[src/rtl/input_vc_buffer_pkg.sv]
// Shared NoC types and constants used by the router input stage.
package noc_pkg;
   localparam int FLIT_WIDTH = 34;
   localparam int N_VIRT_CHN = 3;

   typedef enum logic [1:0] {
      HEAD_FLIT      = 2'b00,
      BODY_FLIT      = 2'b01,
      TAIL_FLIT      = 2'b10,
      HEAD_TAIL_FLIT = 2'b11
   } flit_type_e;

   typedef struct packed {
      flit_type_e                ftype;
      logic [FLIT_WIDTH-3:0]     payload;
   } s_flit_t;

   // Next VC in round-robin order, wrapping at n-1 -> 0.
   function automatic int rr_next(int vc, int n);
      return (vc + 1 >= n) ? 0 : vc + 1;
   endfunction
endpackage

[src/rtl/input_vc_buffer_if.sv]
// Link-side and router-side handshake bundle of the input VC buffer.
interface input_vc_buffer_if #(
   parameter int FLIT_WIDTH = noc_pkg::FLIT_WIDTH,
   parameter int N_VIRT_CHN = noc_pkg::N_VIRT_CHN,
   parameter int VC_W       = (N_VIRT_CHN > 1) ? $clog2(N_VIRT_CHN) : 1
);
   logic                  fin_valid_i;
   logic [VC_W-1:0]       fin_vc_i;
   logic [FLIT_WIDTH-1:0] fin_flit_i;
   logic [N_VIRT_CHN-1:0] fin_ready_o;
   logic                  fout_valid_o;
   logic [VC_W-1:0]       fout_vc_o;
   logic [FLIT_WIDTH-1:0] fout_flit_o;
   logic                  fout_ready_i;
   logic                  err_ovf_o;

   // Upstream link plus downstream router: drives the buffer.
   modport master (
      output fin_valid_i, fin_vc_i, fin_flit_i, fout_ready_i,
      input  fin_ready_o, fout_valid_o, fout_vc_o, fout_flit_o, err_ovf_o
   );

   // The buffer itself.
   modport slave (
      input  fin_valid_i, fin_vc_i, fin_flit_i, fout_ready_i,
      output fin_ready_o, fout_valid_o, fout_vc_o, fout_flit_o, err_ovf_o
   );
endinterface

[src/rtl/input_vc_buffer_fifo.sv]
// vc_fifo: one per-VC synchronous FIFO with wrap-bit pointers; storage is not reset.
module vc_fifo #(
   parameter int WIDTH = 34,
   parameter int DEPTH = 4
) (
   input  logic             clk,
   input  logic             arst,
   input  logic             push,
   input  logic             pop,
   input  logic [WIDTH-1:0] din,
   output logic [WIDTH-1:0] dout,
   output logic             full,
   output logic             empty
);
   localparam int AW = $clog2(DEPTH);

   logic [AW:0]                 wr_ptr, rd_ptr, count;
   logic [DEPTH-1:0][WIDTH-1:0] mem;

   assign count = wr_ptr - rd_ptr;
   assign full  = (count == (AW+1)'(DEPTH));
   assign empty = (count == '0);
   assign dout  = mem[rd_ptr[AW-1:0]];

   always_ff @(posedge clk or negedge arst) begin
      if (!arst) begin
         wr_ptr <= '0;
         rd_ptr <= '0;
      end else begin
         if (push && !full) wr_ptr <= wr_ptr + (AW+1)'(1);
         if (pop && !empty) rd_ptr <= rd_ptr + (AW+1)'(1);
      end
   end

   always_ff @(posedge clk) begin
      if (push && !full) mem[wr_ptr[AW-1:0]] <= din;
   end
endmodule

[src/rtl/input_vc_buffer.sv]
// Per-VC input buffering with round-robin arbitration and grant lock towards input_router.
// Optional same-cycle bypass when idle: define INPUT_VC_BUF_BYPASS_EN.
module input_vc_buffer #(
   parameter int FLIT_WIDTH = noc_pkg::FLIT_WIDTH,
   parameter int N_VIRT_CHN = noc_pkg::N_VIRT_CHN,
   parameter int BUF_DEPTH  = 4
) (
   input  logic               clk,
   input  logic               arst,
   input_vc_buffer_if.slave   bus
);
   import noc_pkg::*;

   localparam int VC_W = (N_VIRT_CHN > 1) ? $clog2(N_VIRT_CHN) : 1;

   logic [N_VIRT_CHN-1:0]                 vc_push, vc_pop, vc_full, vc_empty;
   logic [N_VIRT_CHN-1:0][FLIT_WIDTH-1:0] vc_dout;

   logic            legal, wr_ok, byp, any_ne, out_valid, hs;
   logic [VC_W-1:0] gnt_rr, out_vc, rr_ptr, lock_vc_q;
   logic            lock_q, err_q;

   assign legal = int'(bus.fin_vc_i) < N_VIRT_CHN;
   // Full is sampled from registered pointers, so a pop this cycle never frees a slot for the write.
   assign wr_ok = bus.fin_valid_i && legal && !vc_full[bus.fin_vc_i];

`ifdef INPUT_VC_BUF_BYPASS_EN
   assign byp = (&vc_empty) && !lock_q && bus.fin_valid_i && legal;
`else
   assign byp = 1'b0;
`endif

   for (genvar v = 0; v < N_VIRT_CHN; v++) begin : g_vc
      assign vc_push[v] = wr_ok && (int'(bus.fin_vc_i) == v) && !(byp && bus.fout_ready_i);
      assign vc_pop[v]  = hs && !byp && (int'(out_vc) == v);

      vc_fifo #(.WIDTH(FLIT_WIDTH), .DEPTH(BUF_DEPTH)) u_fifo (
         .clk   (clk),
         .arst  (arst),
         .push  (vc_push[v]),
         .pop   (vc_pop[v]),
         .din   (bus.fin_flit_i),
         .dout  (vc_dout[v]),
         .full  (vc_full[v]),
         .empty (vc_empty[v])
      );
   end

   // Search upward from rr_ptr; iterating high-to-low lets the nearest candidate win.
   always_comb begin
      gnt_rr = '0;
      any_ne = 1'b0;
      for (int i = N_VIRT_CHN - 1; i >= 0; i--) begin
         if (!vc_empty[(int'(rr_ptr) + i) % N_VIRT_CHN]) begin
            gnt_rr = VC_W'((int'(rr_ptr) + i) % N_VIRT_CHN);
            any_ne = 1'b1;
         end
      end
   end

   always_comb begin
      out_valid        = lock_q || any_ne || byp;
      out_vc           = byp ? bus.fin_vc_i : (lock_q ? lock_vc_q : gnt_rr);
      bus.fout_valid_o = out_valid;
      bus.fout_vc_o    = '0;
      bus.fout_flit_o  = '0;
      if (out_valid) begin
         bus.fout_vc_o   = out_vc;
         bus.fout_flit_o = byp ? bus.fin_flit_i : vc_dout[out_vc];
      end
   end

   assign hs              = out_valid && bus.fout_ready_i;
   assign bus.fin_ready_o = ~vc_full;
   assign bus.err_ovf_o   = err_q;

   always_ff @(posedge clk or negedge arst) begin
      if (!arst) begin
         rr_ptr    <= '0;
         lock_q    <= 1'b0;
         lock_vc_q <= '0;
         err_q     <= 1'b0;
      end else begin
         if (hs) begin
            rr_ptr <= VC_W'(rr_next(int'(out_vc), N_VIRT_CHN));
            lock_q <= 1'b0;
         end else if (out_valid) begin
            lock_q    <= 1'b1;
            lock_vc_q <= out_vc;
         end
         if (bus.fin_valid_i && !wr_ok) err_q <= 1'b1;
      end
   end
endmodule

[src/flat_wrapper.sv]
// flat-port wrapper written by rule: the top's interface ports become plain ports
module input_vc_buffer_flat import noc_pkg::*;
#(
   parameter int FLIT_WIDTH = noc_pkg::FLIT_WIDTH,
   parameter int N_VIRT_CHN = noc_pkg::N_VIRT_CHN,
   parameter int BUF_DEPTH  = 4
)
  (clk, arst, bus_fin_valid_i, bus_fin_vc_i, bus_fin_flit_i, bus_fout_ready_i, bus_fin_ready_o, bus_fout_valid_o, bus_fout_vc_o, bus_fout_flit_o, bus_err_ovf_o);
  input_vc_buffer_if #(.FLIT_WIDTH(FLIT_WIDTH), .N_VIRT_CHN(N_VIRT_CHN)) bus_i ();
  input  logic clk;
  input  logic arst;
  input wire logic [$bits(bus_i.fin_valid_i)-1:0] bus_fin_valid_i;
  input wire logic [$bits(bus_i.fin_vc_i)-1:0] bus_fin_vc_i;
  input wire logic [$bits(bus_i.fin_flit_i)-1:0] bus_fin_flit_i;
  input wire logic [$bits(bus_i.fout_ready_i)-1:0] bus_fout_ready_i;
  output wire logic [$bits(bus_i.fin_ready_o)-1:0] bus_fin_ready_o;
  output wire logic [$bits(bus_i.fout_valid_o)-1:0] bus_fout_valid_o;
  output wire logic [$bits(bus_i.fout_vc_o)-1:0] bus_fout_vc_o;
  output wire logic [$bits(bus_i.fout_flit_o)-1:0] bus_fout_flit_o;
  output wire logic [$bits(bus_i.err_ovf_o)-1:0] bus_err_ovf_o;
  assign bus_i.fin_valid_i = bus_fin_valid_i;
  assign bus_i.fin_vc_i = bus_fin_vc_i;
  assign bus_i.fin_flit_i = bus_fin_flit_i;
  assign bus_i.fout_ready_i = bus_fout_ready_i;
  assign bus_fin_ready_o = bus_i.fin_ready_o;
  assign bus_fout_valid_o = bus_i.fout_valid_o;
  assign bus_fout_vc_o = bus_i.fout_vc_o;
  assign bus_fout_flit_o = bus_i.fout_flit_o;
  assign bus_err_ovf_o = bus_i.err_ovf_o;
  input_vc_buffer #(.FLIT_WIDTH(FLIT_WIDTH), .N_VIRT_CHN(N_VIRT_CHN), .BUF_DEPTH(BUF_DEPTH)) u_core (.clk(clk), .arst(arst), .bus(bus_i));
endmodule
[config.mk]
export PLATFORM = sky130hd
export DESIGN_NAME = input_vc_buffer_flat
export DESIGN_NICKNAME = d
export VERILOG_FILES = /design/src/rtl/input_vc_buffer_pkg.sv /design/src/rtl/input_vc_buffer_if.sv /design/src/rtl/input_vc_buffer_fifo.sv /design/src/rtl/input_vc_buffer.sv /design/src/flat_wrapper.sv
export SDC_FILE = /design/constraint.sdc
export NUM_CORES = 1
export LEC_CHECK = 0
export ABC_CLOCK_PERIOD_IN_PS = 6260
export CORE_MARGIN = 4
export CORE_UTILIZATION = 24
export CTS_CLUSTER_DIAMETER = 60
export DETAILED_ROUTE_END_ITERATION = 8
export GPL_TIMING_DRIVEN = 0
export SLEW_MARGIN = 25
export SYNTH_ARGS = -nofsm -noshare
export SYNTH_HDL_FRONTEND = slang
export SYNTH_SLANG_ARGS = --single-unit
export TNS_END_PERCENT = 10
[constraint.sdc]
create_clock -name clk -period 6.26 [get_ports clk]
set_clock_uncertainty 0.05 [all_clocks]
set_input_delay 0.939 -clock clk [delete_from_list [all_inputs] [get_ports clk]]
set_output_delay 0.939 -clock clk [all_outputs]
set_load 0.02 [all_outputs]
=== After elaboration in Yosys (flattened, before gate mapping) ===
Cells that the tools add are included.

* Register bits: 432
* Input port bits: 40
* Word-level logic and storage cells: 137

* Add/sub/neg operators: 12
* Div/mod/pow operators: 3
* $lt $le $gt $ge: 16
* Equal/unequal tests: 7
* Multiplexer cells: 40
* Bitwise logic cells: 2
* Reduce and logical (&&, ||, !) cells: 35

{| class="wikitable"
|+ Operator list
! operator !! count
|-
| 136-bit bitwise mux || 3
|-
| 34-bit binary-select mux with 2-bit select || 4
|-
| 34-bit two-way mux || 8
|-
| 34-bit demux with 2-bit select || 3
|-
| 32-bit by 4-bit less-than comparator with 1-bit output (second input constant) || 3
|-
| 32-bit by 3-bit modulo with 32-bit output (second input constant) || 2
|-
| 3-bit by 3-bit modulo with 32-bit output (second input constant) || 1
|-
| 2-bit by 3-bit less-than comparator with 1-bit output (second input constant) || 8
|-
| 1-bit logical AND || 19
|-
| 3-bit by 1-bit adder with 3-bit output (second input constant) || 6
|-
| 1-bit two-way mux || 12
|-
| 2-bit two-way mux || 6
|-
| 3-bit == test (second input constant) || 3
|-
| 3-bit logical NOT || 3
|-
| 3-bit subtractor || 3
|-
| 1-bit binary-select mux with 2-bit select || 4
|-
| 2-bit == test (second input constant) || 4
|-
| 1-bit logical NOT || 8
|-
| 2-bit by 1-bit adder with 3-bit output (second input constant) || 2
|-
| 2-bit by 1-bit greater-or-equal comparator with 1-bit output (second input constant) || 3
|-
| 2-bit logical NOT || 2
|-
| 2-bit by 2-bit adder with 3-bit output (second input constant) || 1
|-
| 3-bit by 2-bit greater-or-equal comparator with 1-bit output (second input constant) || 1
|-
| 3-bit inverter || 1
|-
| other kinds (5) || 5
|}

=== Longest topological paths before layout ===
Gate-level depths: netlist of the first run.

* Word-level depth: 12
* Gate-level depth with buffers: 13
* Gate-level depth less buffers: 10

=== Cells and area by module ===
Synthesis of the first run repeated with hierarchy kept, for this count alone.

* Cell total of the unflattened synthesis: 880
* Area total of the unflattened synthesis: 17850.9 um^2

{| class="wikitable"
|+ Modules (own cells, without submodules)
! module !! times used !! cells each !! area an instance (um^2) !! sequential area each (um^2)
|-
| vc_fifo || 3 || 215 || 5335.1 || 4234.1
|-
| input_vc_buffer || 1 || 235 || 1845.5 || 150.1
|}

=== Least setup slack after synthesis of the first run ===
No wires, ideal clock.

* Kind: reg2out
* Start: reg u_core.g_vc[1].u_fifo.rd_ptr[1]
* End: out bus_fout_flit_o[0]
* Arrival time: 3.181 ns
* Setup slack: 2.090 ns
* Stages on the path, launching flop included: 13
* Cells stage by stage: dfrtp_1 -> clkbuf_1 -> clkbuf_1 -> inv_1 -> ha_1 -> nor2b_1 -> xnor2_1 -> o31a_1 -> o211ai_1 -> nand2_2 -> buf_4 -> mux2i_1 -> a211oi_1

* Word-level cells in the longest chain between the ends: 12
* Elaborated cells on any way between the ends: 24
* Those cells by class: 1 x add/sub; 21 x mux; 2 x reduce/logical

{| class="wikitable"
|+ RTL lines
! what !! RTL line !! source
|-
| start, declared || input_vc_buffer_fifo.sv:17 || <nowiki>logic [AW:0] wr_ptr, rd_ptr, count;</nowiki>
|-
| start signal, assigned || input_vc_buffer_fifo.sv:31 || <nowiki>if (pop && !empty) rd_ptr <= rd_ptr + (AW+1)'(1);</nowiki>
|-
| 3-bit subtractor || input_vc_buffer_fifo.sv:20 || <nowiki>assign count = wr_ptr - rd_ptr;</nowiki>
|-
| 3-bit logical NOT || input_vc_buffer_fifo.sv:22 || <nowiki>assign empty = (count == '0);</nowiki>
|-
| 1-bit binary-select mux with 2-bit select || input_vc_buffer.sv:54 || <nowiki>if (!vc_empty[(int'(rr_ptr) + i) % N_VIRT_CHN]) begin</nowiki>
|-
| 1-bit two-way mux (not written as such) (2 in a row) || input_vc_buffer.sv:54 ||
|-
| 2-bit two-way mux (3 in a row) || input_vc_buffer.sv:54 ||
|-
| 2-bit two-way mux || input_vc_buffer.sv:63 || <nowiki>out_vc = byp ? bus.fin_vc_i : (lock_q ? lock_vc_q : gnt_rr);</nowiki>
|-
| 34-bit binary-select mux with 2-bit select || input_vc_buffer.sv:69 || <nowiki>bus.fout_flit_o = byp ? bus.fin_flit_i : vc_dout[out_vc];</nowiki>
|-
| 34-bit two-way mux (not written as such) || input_vc_buffer.sv:69 ||
|-
| 34-bit two-way mux (*) || input_vc_buffer.sv:67 || <nowiki>if (out_valid) begin</nowiki>
|-
| end, declared || flat_wrapper.sv:19 || <nowiki>output wire logic [$bits(bus_i.fout_flit_o)-1:0] bus_fout_flit_o;</nowiki>
|}

Mark *: on every way between the ends. The rest lies on a longest branch, timed or not. The select of a mux whose other input is x is not followed.

=== Worst setup path after layout of the first run ===
* Start: reg u_core.g_vc[1].u_fifo.rd_ptr[1]
* End: out bus_fout_flit_o[6]

The elaborated chain is that of the path after synthesis.

==> results of run 1 <==
==> kinds of logic (layout without fill, tap and decap cells) <==
group           after synthesis  after routing  share of synthesized area (%)
flops                       432            432                           74.6
mux                         144            144                           15.8
compound gates               90             90                           3.42
simple gates                 64             64                           2.11
buf+inv                      64            229                           1.53
fa+ha+maj                    23             23                           1.67
xor+xnor                     18             18                          0.914
==> stage by stage <==
| step | utilization (%) | instances | total power (W) | instance area, sq um |
|---|---|---|---|---|
| 2_1_floorplan | - | 835 | 0.00616 | 17200 |
| 3_3_place_gp | 26.9 | 1864 | 0.00788 | 19200 |
| 3_5_place_dp | 27.0 | 1866 | 0.00795 | 19300 |
| 4_1_cts | 29.1 | 1949 | 0.0106 | 20700 |
| 5_1_grt | 29.1 | 1950 | 0.0110 | 20800 |
| 6_report | 29.1 | 1950 | 0.0104 | 20800 |
==> power groups by stage <==
stage                     registers [W]  clock network [W]  logic, W
final                           0.00351            0.00260   0.00431
after global routing            0.00353            0.00280   0.00465
after CTS                       0.00351            0.00267   0.00440
after detailed placement        0.00357                  0   0.00438
after global placement          0.00357                  0   0.00431
after floorplan                 0.00355                  0   0.00262
==> how the worst min path moves through the flow <==
stage                                                 from                                     endpoint  slack [ps]
2_1_floorplan  u_core.g_vc[0].u_fifo.wr_ptr[2]$_DFFE_PN0P_  u_core.g_vc[0].u_fifo.wr_ptr[2]$_DFFE_PN0P_         410
3_3_place_gp              u_core.bus.err_ovf_o$_DFFE_PN0P_             u_core.bus.err_ovf_o$_DFFE_PN0P_         410
3_5_place_dp              u_core.bus.err_ovf_o$_DFFE_PN0P_             u_core.bus.err_ovf_o$_DFFE_PN0P_         410
4_1_cts                                               arst  u_core.g_vc[2].u_fifo.wr_ptr[1]$_DFFE_PN0P_         310
5_1_grt                                               arst                 u_core.rr_ptr[1]$_DFFE_PN0N_         350
6_report                                              arst             u_core.bus.err_ovf_o$_DFFE_PN0P_         320
==> cells in the final DEF, fill, tap and decap left out, drive strengths merged, types with 6 or more instances in the layout <==
cell / netlist / final
inv: 18 / 24
nand2: 13 / 13
clkinv: 0 / 11
clkbuf: 35 / 99
o21ai: 6 / 6
buf: 11 / 15
and2: 12 / 12
clkdlybuf4s50: 0 / 78
edfxtp: 408 / 408
mux2i: 37 / 37
mux4: 102 / 102
dfrtp: 24 / 24
nor2: 6 / 6
a211oi: 37 / 37
a21oi: 38 / 38
xnor2: 14 / 14
nor3: 10 / 10
ha: 23 / 23
==> cell type report <==
class                      count  area [sq um]
buffer                        46           211
clock buffer                  64          1290
clock inverter                19           154
fill                        7034         50600
inverter                      18          70.1
multi-input combinational    339          4170
sequential                   432         12900
tap                          950          1190
timing repair buffer          82           837
==> routing by layer <==
| metal | vias up | share of wire [%] | routed length, um |
|---|---|---|---|
| li1 | 3719 | - | - |
| met1 | 4461 | 45 | 18300 |
| met2 | 207 | 48 | 19600 |
| met3 | 58 | 5.3 | 2160 |
| met4 | 2 | 2.0 | 803 |
| met5 | - | 0.017 | 7 |
==> state kept, by name, indices dropped and copies added, names as in the netlist <==
| register | count |
|---|---|
| u_core.g_vc.u_fifo.mem | 408 |
| u_core.bus.err_ovf_o | 1 |
| u_core.rr_ptr | 2 |
| u_core.lock_vc_q | 2 |
| u_core.lock_q | 1 |
| u_core.g_vc.u_fifo.wr_ptr | 9 |
| u_core.g_vc.u_fifo.rd_ptr | 9 |
==> worst reg2reg max path: cells and delay by family, from the launching register on <==
kind / cells / cell delay (ps)
AND/OR/NAND/NOR: 3 / 680
adder cells (fa/ha/maj): 1 / 180
buffers and inverters: 4 / 1030
XOR/XNOR: 1 / 180
flip-flops: 1 / 340
multiplexers: 1 / 340
AO/OA/AOI/OAI: 2 / 970
==> repair_timing <==
| item | in CTS | in global routing |
|---|---|---|
| resized for setup | 7 | 3 |
| hold buffers | 0 | 0 |
| setup endpoints to repair | 34 | 3 |
| pin swaps | 0 | 0 |
==> flow_summary.toml, run 1 <==
[sta]
layout_setup_ws_ps = 179
tightest_slew_ps = 925
rsz0062_at_grt = "no"
fmax_ghz = 0.164
hold_viol_final = 0
maxSlewViolCount = 0
slew_headroom_pct = 37.4
hold-worst-slack_ps = 319
setup_tns_ps = 0
min_period_ps = 6080
setup_viol = 0
min_period_over_period_pct = 97.1

[power_and_ir_drop]
switching_share_pct = 35.5
clkPwrFrac_pct = 25.0
p_sw_w = 0.00370
power_density_nw_per_um2 = 502
p_leak_nw = 6.68
power_frac_comb_pct = 41.3
p_int_w = 0.00672
irDropWorstVdd_uv = 225
seqPwrFrac_pct = 33.7

[worst_setup_path]
cpMostUsedCell = "clkbuf_2"
slowest_delay_ps = 720
startpoint = "u_core.g_vc[1].u_fifo.rd_ptr[1]$_DFFE_PN0P_"
ff2ff_path_depth = 12
worstSetupStartpointType = "flip-flop"
required_ps = 5270
reg2reg_to = "u_core.g_vc[0].u_fifo.rd_ptr[1]$_DFFE_PN0P_"
crit_path_end_kind = "primary output"
crit_end = "bus_fout_flit_o[6]"
path_cells = "clkbuf_2 -> clkbuf_2 -> inv_1 -> ha_1 -> nor2b_1 -> xnor2_1 -> nor3_1 -> o32a_1 -> nand2_2 -> clkbuf_1 -> a21oi_1 -> a211oi_1 -> clkdlybuf4s50_1"
crit_arrival_ps = 5090
cpMaxStageDelayCell = "clkdlybuf4s50_1"
worst-path-stages = 13
crit_type = "flip-flop to primary output"
path_delay_family = "buffers and inverters"
path_buf_inv = 5
cp_max_fo = 10
timing.rr.start = "u_core.g_vc[2].u_fifo.rd_ptr[1]$_DFFE_PN0P_"
regToRegSetupSlack_ps = 2370

[synth]
ys_async_sr_fraction_pct = 5.56
synth_edf_count = 408
ys_seq_area_share_pct = 74.6
yosys-top-cells-count = "edfxtp_1, mux4_2, a21oi_1, mux2i_1, a211oi_1"
synth_ff_type = "edfxtp_1"
synth_seq_cells = 432
synth_cells = 835
yosys.area.top_type = "edfxtp_1"
synth_area_leaders = "edfxtp_1, mux4_2, dfrtp_1"
synth_area_per_cell_sq_um = 20.6
yosysMostFrequentCell = "edfxtp_1"
yosys_warnings = 0
synthDistinctLibCells = 45
syn-num-nets = 898
syn-cell-area_sq_um = 17200
synth_top_area_share_pct = 71.1

[grt]
grt_use_met1_pct = 14.6
grt_first_pass_wirelength_um = 61200
grt_pass1_vias = 9023
use_met3_pct = 2.66
grt_use_total_pct = 10.7
grt_max_degree = 36
antenna_found_initial = 1
top_usage_layer = "met2"
grt_use_met2_pct = 17.1
grt_overflow = 0

[detailed_routing]
antenna_left = 0
dr.pass1.iters = 5
drt-vias-per-instance = 4.33
avgRoutedWirePerCell_um = 21.0
vias = 8447
drc = 0
wl_um = 40900
drtIter0Drc = 666

[floorplan]
core-area_sq_um = 71400
fp.dieW_um = 276
io_pins = 81
die_h_um = 276
initial_core_util_pct = 24.2
dieArea_sq_um = 76200
row_count = 98

[layout]
area_delta_synth_final_pct = 20.5
final_nets = 1028
n_antenna_cell = 0
drive_gt1_share_pct = 22.3

[clocking]
postCtsSetupBuffers = 0
insertion_delay_ps = 580
htree_num_levels = 2
cts_num_sinks = 432
path_clk_slew_ps = 60
cts_tree = "yes"
clock_path_buffers = 3
numCtsBuffers = 46
cts_root_buffer = "clkbuf_16"

[status]
status = "finished clean"

[flow_run]
maxCapViolCount = 0

[place]
port_buffers = 79
gp_congestion = 0.752
post-place-ws_ps = 127
hpwl_um = 24600

[worst_hold_path]
hp-class = "primary input to asynchronous set/reset pin"
Power figures use the tool's default switching activity.
==> run 2: changes to the inputs <==
==> constraint.sdc (replaced) <==
create_clock -name clk -period 6.26 [get_ports clk]
set_clock_uncertainty 0.05 [all_clocks]
set_input_delay 1.252 -clock clk [delete_from_list [all_inputs] [get_ports clk]]
set_output_delay 1.252 -clock clk [all_outputs]
set_load 0.02 [all_outputs]
==> flow_summary.toml, run 2 (synthesis gave the netlist of run 1 again) <==
[clocking]
insertion_delay_ps = 580
cts_num_sinks = 432
clock_path_buffers = 3
cts_tree = "yes"
hold_buffers = 0
htree_num_levels = 2
numCtsBuffers = 46
cts_root_buffer = "clkbuf_16"
path_clk_slew_ps = 60

[place]
gp_congestion = 0.752
port_buffers = 79
hpwl_um = 24600
dpl_cell_area_sq_um = 19300

[detailed_routing]
antenna_left = 0
drt-vias-per-instance = 4.36
vias = 8507
drtIter0Drc = 695
dr.pass1.iters = 5
top_layer = "met5"
wl_met3_um = 2330
wl_met2_um = 19700
wl_um = 41000
avgRoutedWirePerCell_um = 21.0
wirelength_met1_um = 18100
drc = 0

[layout]
final_common_cell = "edfxtp_1"
largest_register_ffs = 408
final_nets = 1031
mostFrequentLayoutCells = "edfxtp_1, mux4_2, clkdlybuf4s50_1"
nFillCells = 7031
area_delta_synth_final_pct = 21.0
drive_gt1_share_pct = 23.7
n_antenna_cell = 0
design_area_sq_um = 20900

[sta]
min_period_ps = 6140
tightest_slew_ps = 934
slew_headroom_pct = 36.8
hold_viol_final = 0
min_period_over_period_pct = 98.1
fmax_ghz = 0.163
setup_viol = 0
maxSlewViolCount = 0

[floorplan]
fp.dieW_um = 276
io_pins = 81
dieArea_sq_um = 76200
row_count = 98
core-area_sq_um = 71400
die_h_um = 276
initial_core_util_pct = 24.2

[worst_hold_path]
hp-class = "flip-flop to flip-flop"

[worst_setup_path]
worstSetupStartpointType = "flip-flop"
crit_type = "flip-flop to primary output"
crit_arrival_ps = 4840
slowest_delay_ps = 700
cp_max_fo = 10
cpMaxStageDelayCell = "clkdlybuf4s50_1"
path_cells = "clkbuf_2 -> clkbuf_4 -> inv_1 -> ha_1 -> nor2b_1 -> xnor2_1 -> o31a_1 -> o211ai_1 -> nand2_2 -> buf_4 -> mux2i_1 -> a211oi_2 -> clkdlybuf4s50_1"
crit_path_end_kind = "primary output"
required_ps = 4960

[grt]
grt_use_total_pct = 10.7
antenna_found_initial = 1
grt_first_pass_wirelength_um = 61300
grt_pass1_vias = 9037
grt_overflow = 0
grt_max_degree = 36

[status]
status = "finished clean"

[power_and_ir_drop]
p_leak_nw = 6.72
power_density_nw_per_um2 = 503
p_total_w = 0.0105
irDropWorstVdd_uv = 225

[flow_run]
maxCapViolCount = 0
==> run 2: cell types whose count changed in the layout (fill, tap and decap cells not counted) <==
cell,previous run,this run
a211oi_1,33,26
a211oi_2,3,10
clkbuf_1,35,30
clkbuf_4,0,5
buf_2,8,4
clkbuf_2,12,16
buf_4,4,7
==> run 2: layout make-up <==
type / instances / area [sq um] / share of cell area [%]
plain buffers: 46 / 230 / 1.10
clock buffers: 64 / 1290 / 6.19
clock inverters: 19 / 154 / 0.738
inverters: 18 / 70.1 / 0.336
multi-input cells: 339 / 4210 / 20.2
flip-flops and latches: 432 / 12900 / 61.6
well taps: 950 / 1190 / 5.70
repair buffers: 85 / 860 / 4.12
==> run 2: path summary, 6_finish.rpt <==
check / depth (start not counted) / to / slack, ps / startpoint
max: 13 / bus_fout_flit_o[9] / 120 / u_core.g_vc[1].u_fifo.rd_ptr[1]$_DFFE_PN0P_
min: 1 / u_core.bus.err_ovf_o$_DFFE_PN0P_ / 410 / u_core.bus.err_ovf_o$_DFFE_PN0P_
max reg2reg: 12 / u_core.g_vc[0].u_fifo.rd_ptr[1]$_DFFE_PN0P_ / 2450 / u_core.g_vc[2].u_fifo.rd_ptr[1]$_DFFE_PN0P_
min reg2reg: 1 / u_core.bus.err_ovf_o$_DFFE_PN0P_ / 410 / u_core.bus.err_ovf_o$_DFFE_PN0P_
max in group asynchronous: 1 / u_core.g_vc[1].u_fifo.wr_ptr[1]$_DFFE_PN0P_ / 5100 / arst
min in group asynchronous: 1 / u_core.bus.err_ovf_o$_DFFE_PN0P_ / 630 / arst
==> run 2: what timing repair did <==
action	in CTS	in global routing
gates resized for setup	20	7
pin swaps	1	2
setup endpoints to repair	35	21
setup buffers	0	3
cloned	0	0
==> run 2: per-layer routing <==
metal	global-route usage [%]	vias to the layer above
met2	17.2	238
met3	2.66	61
met5	0	-
li1	-	3714
met1	14.5	4492
met4	2.69	2
==> run 2: per-stage QoR <==
stage	setup TNS, ps	setup slack [ps]	utilization, %	std cells	hold WS (ps)
floorplan	0	1780	-	835	412
global placement	-229	-107	26.9	1864	414
detailed placement	-783	-186	27.0	1866	407
CTS	0	28.3	29.1	1949	421
global route	-48.7	-17.9	29.2	1953	444
finish	0	120	29.2	1953	415
==> run 2: worst max-delay path, delay by kind of cell (launching register included) <==
kind	cells	cell delay, ps
simple gates	2	470
flops	1	340
compound gates	3	1190
mux	1	170
xor+xnor	1	180
fa+ha+maj	1	170
buf+inv	5	1730
==> run 2: report_power, final <==
group	total (W)	switching (W)	leakage, nW	internal (W)
clock	0.00260	0.00111	0.711	0.00149
sequential	0.00351	0.0000907	3.97	0.00342
combinational	0.00438	0.00252	2.04	0.00186
total	0.0105	0.00372	6.72	0.00678
